[src/rtl/multicycle_shifter.sv]
// Iterative 32-bit shifter (SLL/SRL/SRA/ROTR) that moves STEP bits per cycle; `MCSHIFT_FAST_STEP_EN selects STEP=4, otherwise STEP=1.
// Latency: done asserts ceil(N/STEP)+1 cycles after the accepting edge (1 cycle for N=0).
// Backpressure: start is accepted only in IDLE; busy stays high through the DONE cycle.
module multicycle_shifter (
    input  logic        clk,
    input  logic        rst_n,
    input  logic        start,
    input  logic [1:0]  shift_op,
    input  logic [4:0]  shift_amount,
    input  logic [31:0] data,
    output logic        busy,
    output logic        done,
    output logic [31:0] result
);

`ifdef MCSHIFT_FAST_STEP_EN
    localparam logic [4:0] STEP = 5'd4;
`else
    localparam logic [4:0] STEP = 5'd1;
`endif

    localparam logic [1:0] ST_IDLE  = 2'd0;
    localparam logic [1:0] ST_SHIFT = 2'd1;
    localparam logic [1:0] ST_DONE  = 2'd2;

    localparam logic [1:0] OP_SLL  = 2'b00;
    localparam logic [1:0] OP_SRL  = 2'b01;
    localparam logic [1:0] OP_SRA  = 2'b10;

    logic [1:0]  state;
    logic [1:0]  op_q;
    logic [4:0]  remaining;
    logic [31:0] work;

    logic [4:0]  step;
    logic [4:0]  remaining_next;
    logic [31:0] work_next;
    logic [5:0]  rot_back;

    // SRA stays correct step by step because bit 31 of work always equals the original sign bit.
    always_comb begin
        step           = (remaining < STEP) ? remaining : STEP;
        remaining_next = remaining - step;
        rot_back       = 6'd32 - {1'b0, step};
        work_next      = work;
        case (op_q)
            OP_SLL:  work_next = work << step;
            OP_SRL:  work_next = work >> step;
            OP_SRA:  work_next = $unsigned($signed(work) >>> step);
            default: work_next = (work >> step) | (work << rot_back);
        endcase
    end

    always_ff @(posedge clk) begin
        if (!rst_n) begin
            state     <= ST_IDLE;
            op_q      <= 2'b00;
            remaining <= 5'd0;
            work      <= 32'd0;
            result    <= 32'd0;
        end else begin
            case (state)
                ST_IDLE: begin
                    if (start) begin
                        op_q      <= shift_op;
                        remaining <= shift_amount;
                        work      <= data;
                        if (shift_amount == 5'd0) begin
                            result <= data;
                            state  <= ST_DONE;
                        end else begin
                            state  <= ST_SHIFT;
                        end
                    end
                end
                ST_SHIFT: begin
                    work      <= work_next;
                    remaining <= remaining_next;
                    // The final step lands directly in result so partial values never show.
                    if (remaining_next == 5'd0) begin
                        result <= work_next;
                        state  <= ST_DONE;
                    end
                end
                ST_DONE: state <= ST_IDLE;
                default: state <= ST_IDLE;
            endcase
        end
    end

    assign busy = (state != ST_IDLE);
    assign done = (state == ST_DONE);

endmodule

[config.mk]
export PLATFORM = sky130hd
export DESIGN_NAME = multicycle_shifter
export DESIGN_NICKNAME = d
export VERILOG_FILES = /design/src/rtl/multicycle_shifter.sv
export SDC_FILE = /design/constraint.sdc
export NUM_CORES = 1
export LEC_CHECK = 0
export ABC_AREA = 1
export ABC_CLOCK_PERIOD_IN_PS = 3300
export CORE_ASPECT_RATIO = 2
export CORE_MARGIN = 2
export CORE_UTILIZATION = 35
export CTS_CLUSTER_SIZE = 24
export DETAILED_ROUTE_END_ITERATION = 8
export GPL_TIMING_DRIVEN = 0
export PLACE_DENSITY = 0.57
export SLEW_MARGIN = 10
export SYNTH_ARGS = -nofsm -noshare
export SYNTH_HDL_FRONTEND = slang
export SYNTH_SLANG_ARGS = --single-unit
[constraint.sdc]
create_clock -name clk -period 3.3 [get_ports clk]
set_clock_uncertainty 0.15 [all_clocks]
set_input_delay 0.66 -clock clk [delete_from_list [all_inputs] [get_ports clk]]
set_output_delay 0.66 -clock clk [all_outputs]
set_load 0.03 [all_outputs]
==> impl_results.md, run 1 <==
* Cells on worst reg2reg path at 15
* R2R setup slack at 0.24 ns
* Clk_lat worst skew at 0.35 ns
* Register area share after synthesis at 31.7%
* Final worst path period share at 92.8%
* Pwr per Cell Area at 735 nW/um^2
* CP arrival at 3.14 ns
* Status: completed
* Overall Global Routing Usage at 27.9%
* Full die area at 14200 um^2
* Worst setup EP type: register
* Die Span Y at 166 um
* Crit start category: register
* Syn nets at 814
* Min-Delay Startpoint: result[3]
* Final-report max-slew violation count at 0
* Post-synth top area share at 31.7%
* Drt total wl at 19800 um
* Reg2reg end: result[18]
* Worst slew pin tran at 0.766 ns
* CTS buffer count at 9
* Gpl congestion at 1.00
* Initial DRC Count at 333
* Die span in x at 85.2 um
* Vias/cell at 5.30
* Flops & latches, synth at 73
* Root buffer cell: clkbuf_16
* Fmax at 327 MHz
* Synth warn at 0
* Area delta synth->final at 27.8%
* N_diodes at 0
* Final Hold Fails at 0
* CP top delay family: buffers and inverters
* GR Overflow Total at 0
* Cells on Worst Hold Path at 2
* Critical path class: register to register
* Largest net degree at the start of global routing at 14
* Core area at 12900 um^2
* Fin util at 45.7%
* Final #Nets at 899
* Layout cells sized above 1 at 7.33%
* Placed Instances at 996
* CP max-delay cell: clkbuf_1
* MaxCap Viol Count at 0
* TritonCTS clock tree: done
* Crit path top cell by count: nand2_1
* Final min period at 3.06 ns
* Resized cells post-CTS at 0
* Fin Setup TNS at 0 ns
* Drt pass-1 iters at 5
* Hold-fix buffers at CTS at 0
* First-pass GRT wire length at 29600 um
* Wire per inst at 19.5 um
* Starting Density at 35.7%
* Worst-path cell chain: inv_1 > clkbuf_1 > nand2_1 > ha_1 > inv_1 > nand3_1 > nand2_1 > nand2_1 > nor2_1 > nand2_1 > nand2_1 > nand3_2 > inv_2 > buf_2 > a21oi_1
* Detail Placement HPWL at 15300 um
* Setup bufs post-CTS at 0
* Number of clock sinks at 73
* Finished Layout Cells at 1012
* Hold worst-path end: result[3]
* Max-slew headroom at 49.0%
* Netlist cell types at 31
* Synth area leader: dfxtp_1
* Drt drc at 0
* Worst-path maximum fanout at 10
* Number of global-route vias before repair at 5205
* Initial antenna violation count at 0
* Worst-case clock buffer depth at 2
* Worst vdd ir at 0.354 mV
* Critical R2R Launch: remaining[0]
* CP bufs+invs at 5
* Fillers at 1375
* CTS H-tree depth at 3
* Mapped Area at 4620 um^2
* Via count at 5359
* Leak pwr at 2.75 nW
* Synth top area cells: dfxtp_1 32%, nand2_1 20%, o21ai_0 8.9%
* Mean Syn Cell Area at 5.99 um^2
* RSZ-0062 raised after global routing: no
* Ports at 76
* Clock Pin Slew Worst Setup and Hold Paths at 0.06 ns
* Critical Path RT at 3.38 ns
* Cell count after synthesis at 770
* Slowest stage delay, CP at 0.48 ns
* Port bufs at 74
* Worst Hold Class: register to register
* Post-DRT Antenna Nets at 0
* Setup violators final at 0
* Cell Rows at 59
cell usage after synthesis:
master	count
nand2_1	242
inv_1	89
o21ai_0	82
dfxtp_1	73
nand3_1	63
a21oi_1	62
nor2_1	36
clkbuf_1	26
buf_2	18
or2_2	16
nand4_1	13
a31oi_1	8
o211ai_1	7
o21ai_1	6
buf_6	5
nor3_1	4
a211oi_1	2
ha_1	2
nor2_2	2
nor2_4	2
o2111ai_1	2
a2111oi_0	1
buf_1	1
clkinv_1	1
conb_1	1
inv_2	1
nand2_2	1
nand3_2	1
nand3_4	1
o22ai_1	1
or2_0	1
logic make-up (layout without fill, tap and decap cells):
logic type                 count (synthesis)  count (layout)  synth area share (%)
other                                      1               1                0.0812
and+or+nand+nor                          382             382                  35.4
adders and majority gates                  2               2                 0.542
AOI/OAI and AO/OA                        171             171                  19.5
buffers and inverters                    141             231                  12.8
DFF                                       73              73                  31.7
worst min-delay path, stage by stage (launching register included):
cell and delay (ns):
dfxtp_1 0.31, nand2_1 0.06, a21oi_1 0.06
metal layers:
layer	GRT usage (%)	part of all wire [%]
met2	49.6	53
met1	29.9	37
met5	0	0
met4	17.7	6.4
met3	4.22	4.4
state kept, by name, summed over array words and instances (netlist names):
signal     count
op_q           2
remaining      5
result        32
state          2
work          32
cell type report:
| class | count | area [um^2] | share of cell area, % |
|---|---|---|---|
| inverter | 91 | 342 | 5.79 |
| timing repair buffer | 74 | 741 | 12.6 |
| tap | 152 | 190 | 3.22 |
| multi-input combinational | 556 | 2560 | 43.5 |
| clock inverter | 6 | 115 | 1.95 |
| sequential | 73 | 1460 | 24.8 |
| buffer | 50 | 248 | 4.20 |
| clock buffer | 10 | 239 | 4.05 |
power breakdown:
| part | internal (mW) | switching [mW] |
|---|---|---|
| logic | 0.640 | 1.39 |
| registers | 1.03 | 0.0962 |
| clock network | 0.762 | 0.420 |
| total | 2.43 | 1.91 |
how the worst max path moves through the flow:
stage | start | end | cells past startpoint | slack, ns
2_1_floorplan | remaining[1] | work[24] | 12 | 1.05
3_3_place_gp | remaining[1] | work[29] | 14 | 0.28
3_5_place_dp | remaining[0] | result[20] | 15 | 0.26
4_1_cts | remaining[0] | result[20] | 15 | 0.23
5_1_grt | remaining[0] | result[20] | 15 | 0.03
6_report | remaining[0] | result[18] | 15 | 0.24
stage by stage:
| stage | area [um^2] | setup WS (ns) | hold WS (ns) | total power [mW] |
|---|---|---|---|---|
| after global routing | 5900 | 0.0252 | 0.336 | 4.59 |
| final | 5900 | 0.238 | 0.320 | 4.34 |
| after CTS | 5900 | 0.229 | 0.324 | 4.33 |
| after global placement | 5550 | 0.280 | 0.308 | 3.14 |
| after floorplan | 4620 | 1.05 | 0.344 | 2.42 |
| after detailed placement | 5550 | 0.260 | 0.311 | 3.14 |
cell usage in the layout, fill, tap and decap left out, types with 2 or more instances in the layout:
cell	count
nor3_1	4
nor2_1	36
a31oi_1	8
buf_6	5
nand2_1	242
dfxtp_1	73
o2111ai_1	2
or2_2	16
ha_1	2
nor2_4	2
clkbuf_1	26
nand3_1	63
o21ai_0	82
bufinv_16	3
nand4_1	13
a211oi_1	2
clkdlybuf4s50_1	74
o211ai_1	7
nor2_2	2
clkbuf_16	9
inv_1	89
buf_2	18
a21oi_1	62
o21ai_1	6
clkinv_4	2
(Power assumes the default switching activity.)
==> inputs of run 2 (changes only) <==
Settings changed: REMOVE_ABC_BUFFERS set to 1.
==> run 2 against run 1 <==
- combinational power down 11%
- global-route usage down 7.6 points
- power down 9.7%
- flip-flop and latch count unchanged
- fmax up 0.51%
- highest routed layer unchanged
==> impl_results.md, run 2 (synthesized netlist as in run 1, its figures left out) <==
* Status: completed
* Overall Global Routing Usage at 20.3% (-7.6 points)
* Leading cell type in the layout, fill and taps excluded: nand2_1
* Worst-path cell chain: nor2_4 > nand2_2 > nand2_1 > ha_1 > inv_1 > or2_2 > nor2_1 > nand2_1 > nand2_1 > nand3_4 > inv_6 > nand3_1 > nand2_1 > inv_1
* Final min period at 3.05 ns (-0.0155 ns)
* CP max-delay cell: inv_6
* First-pass GRT wire length at 23400 um (-21%)
* Slowest stage delay, CP at 0.39 ns (-0.09 ns)
* CTS buffer count at 9 (unchanged)
* Hold_ws at 0.313 ns (-0.00645 ns)
* Number of clock sinks at 73 (unchanged)
* Crit path top cell by count: nand2_1
* Wire per inst at 14.6 um (-25%)
* Via count at 5067 (-5.4%)
* Final instance area at 5770 um^2 (-2.3%)
* Placed cell area at 5400 um^2 (-2.7%)
* MaxCap Viol Count at 0 (unchanged)
* Full die area at 14200 um^2 (unchanged)
* Root buffer cell: clkbuf_16
* Final worst path period share at 92.3% (-0.47 points)
* RSZ-0062 raised after global routing: no
* Final #Nets at 860 (-4.3%)
* Post-DRT Antenna Nets at 0 (unchanged)
* Final Power at 3.92 mW (-9.7%)
* Number of global-route vias before repair at 4980 (-4.3%)
* CTS H-tree depth at 3 (unchanged)
* Initial DRC Count at 318 (-4.5%)
* Final-report max-slew violation count at 0 (unchanged)
* Hold-fix buffers at CTS at 0 (unchanged)
* Crit start category: register
* CP bufs+invs at 3 (-2)
* Worst Hold Class: register to register
* Leak pwr at 2.67 nW (-3.0%)
* Min-Delay Startpoint: result[3]
* CP arrival at 3.13 ns (about the same)
* Worst-path maximum fanout at 35 (+25)
* Clock Pin Slew Worst Setup and Hold Paths at 0.06 ns (about the same)
* Drt pass-1 iters at 5 (unchanged)
* Layout cells sized above 1 at 6.70% (-0.63 points)
* Critical path class: register to register
* Crit. Startpoint: remaining[3]
* Die span in x at 85.2 um (unchanged)
* Cell Rows at 59 (unchanged)
* N_diodes at 0 (unchanged)
* CP top delay family: simple AND/OR/NAND/NOR gates
* Initial antenna violation count at 0 (unchanged)
* Drt drc at 0 (unchanged)
* Worst-case clock buffer depth at 2 (unchanged)
* Fin Setup TNS at 0 ns (unchanged)
* Worst setup EP type: register
* Clk_lat worst skew at 0.34 ns (about the same)
* GR Overflow Total at 0 (unchanged)
* Port bufs at 75 (+1.4%)
* Leading registers by flop count: result: 32 flops, work: 32 flops, remaining: 5 flops
* Worst slew pin tran at 1.17 ns (+0.409 ns)
* Pwr per Cell Area at 680 nW/um^2 (-7.6%)
* Core area at 12900 um^2 (unchanged)
* Drt total wl at 14200 um (-28%)
* Ports at 76 (unchanged)
* Critical R2R Launch: remaining[3]
* Detail Placement HPWL at 9890 um (-35%)
* Area delta synth->final at 24.9%
* Setup violators final at 0 (unchanged)
* Fmax at 328 MHz (+0.51%)
* Max-slew headroom at 21.6% (-27 points)
* Final Hold Fails at 0 (unchanged)
* Worst vdd ir at 0.344 mV (-2.8%)
* Largest net degree at the start of global routing at 68 (+54)
* Most frequent cells in the layout: 240 x nand2_1, 88 x inv_1, 82 x o21ai_0
* Critical Path RT at 3.38 ns (about the same)
* Vias/cell at 5.21 (-1.7%)
* Starting Density at 35.7% (unchanged)
* Gpl congestion at 0.856 (-15%)
* TritonCTS clock tree: done
* Die Span Y at 166 um (unchanged)
-- run 2: metal layers --
metal / routed length, um / track usage, %
met5: 0 / 0
met4: 517 / 10.2
met3: 467 / 3.08
met2: 7520 / 36.5
met1: 5700 / 22.5
-- run 2: final timing paths --
check               endpoint  slack, ns  depth (start not counted)
hold reg to reg    result[3]       0.31                          2
hold / removal     result[3]       0.31                          2
setup reg to reg  result[23]       0.25                         14
setup / recovery  result[23]       0.25                         14
-- run 2: worst min-delay path, cell delays in order, from the launching register on --
cell	delay, ns
dfxtp_1	0.30
nand2_1	0.06
a21oi_1	0.06
-- run 2: per-stage QoR --
stage | utilization, % | setup slack (ns) | std cells
2_1_floorplan | - | 0.0425 | 720
3_3_place_gp | 41.1 | -1.89 | 947
3_5_place_dp | 41.8 | -0.642 | 951
4_1_cts | 44.2 | 0.0552 | 967
5_1_grt | 44.6 | 0.0232 | 973
6_report | 44.6 | 0.253 | 973
-- run 2: layout make-up --
class / instances / area [um^2]
timing repair buffer: 85 / 881
inverter: 91 / 348
clock buffer: 11 / 233
tap: 152 / 190
clock inverter: 5 / 56.3
sequential: 73 / 1460
multi-input combinational: 556 / 2600
fill: 1389 / 7150
-- run 2: report_power, final --
group          total (mW)  leakage, nW  switching [mW]  internal, mW
logic                1.81         1.93            1.19         0.624
clock network       0.969        0.139           0.384         0.585
registers            1.14        0.603           0.103          1.03
total                3.92         2.67            1.68          2.24
-- run 2: what timing repair did --
action / in CTS / in global routing
setup buffers: 0 / 6
pin swaps: 0 / 2
resized for setup: 7 / 2
setup endpoints to repair: 55 / 40
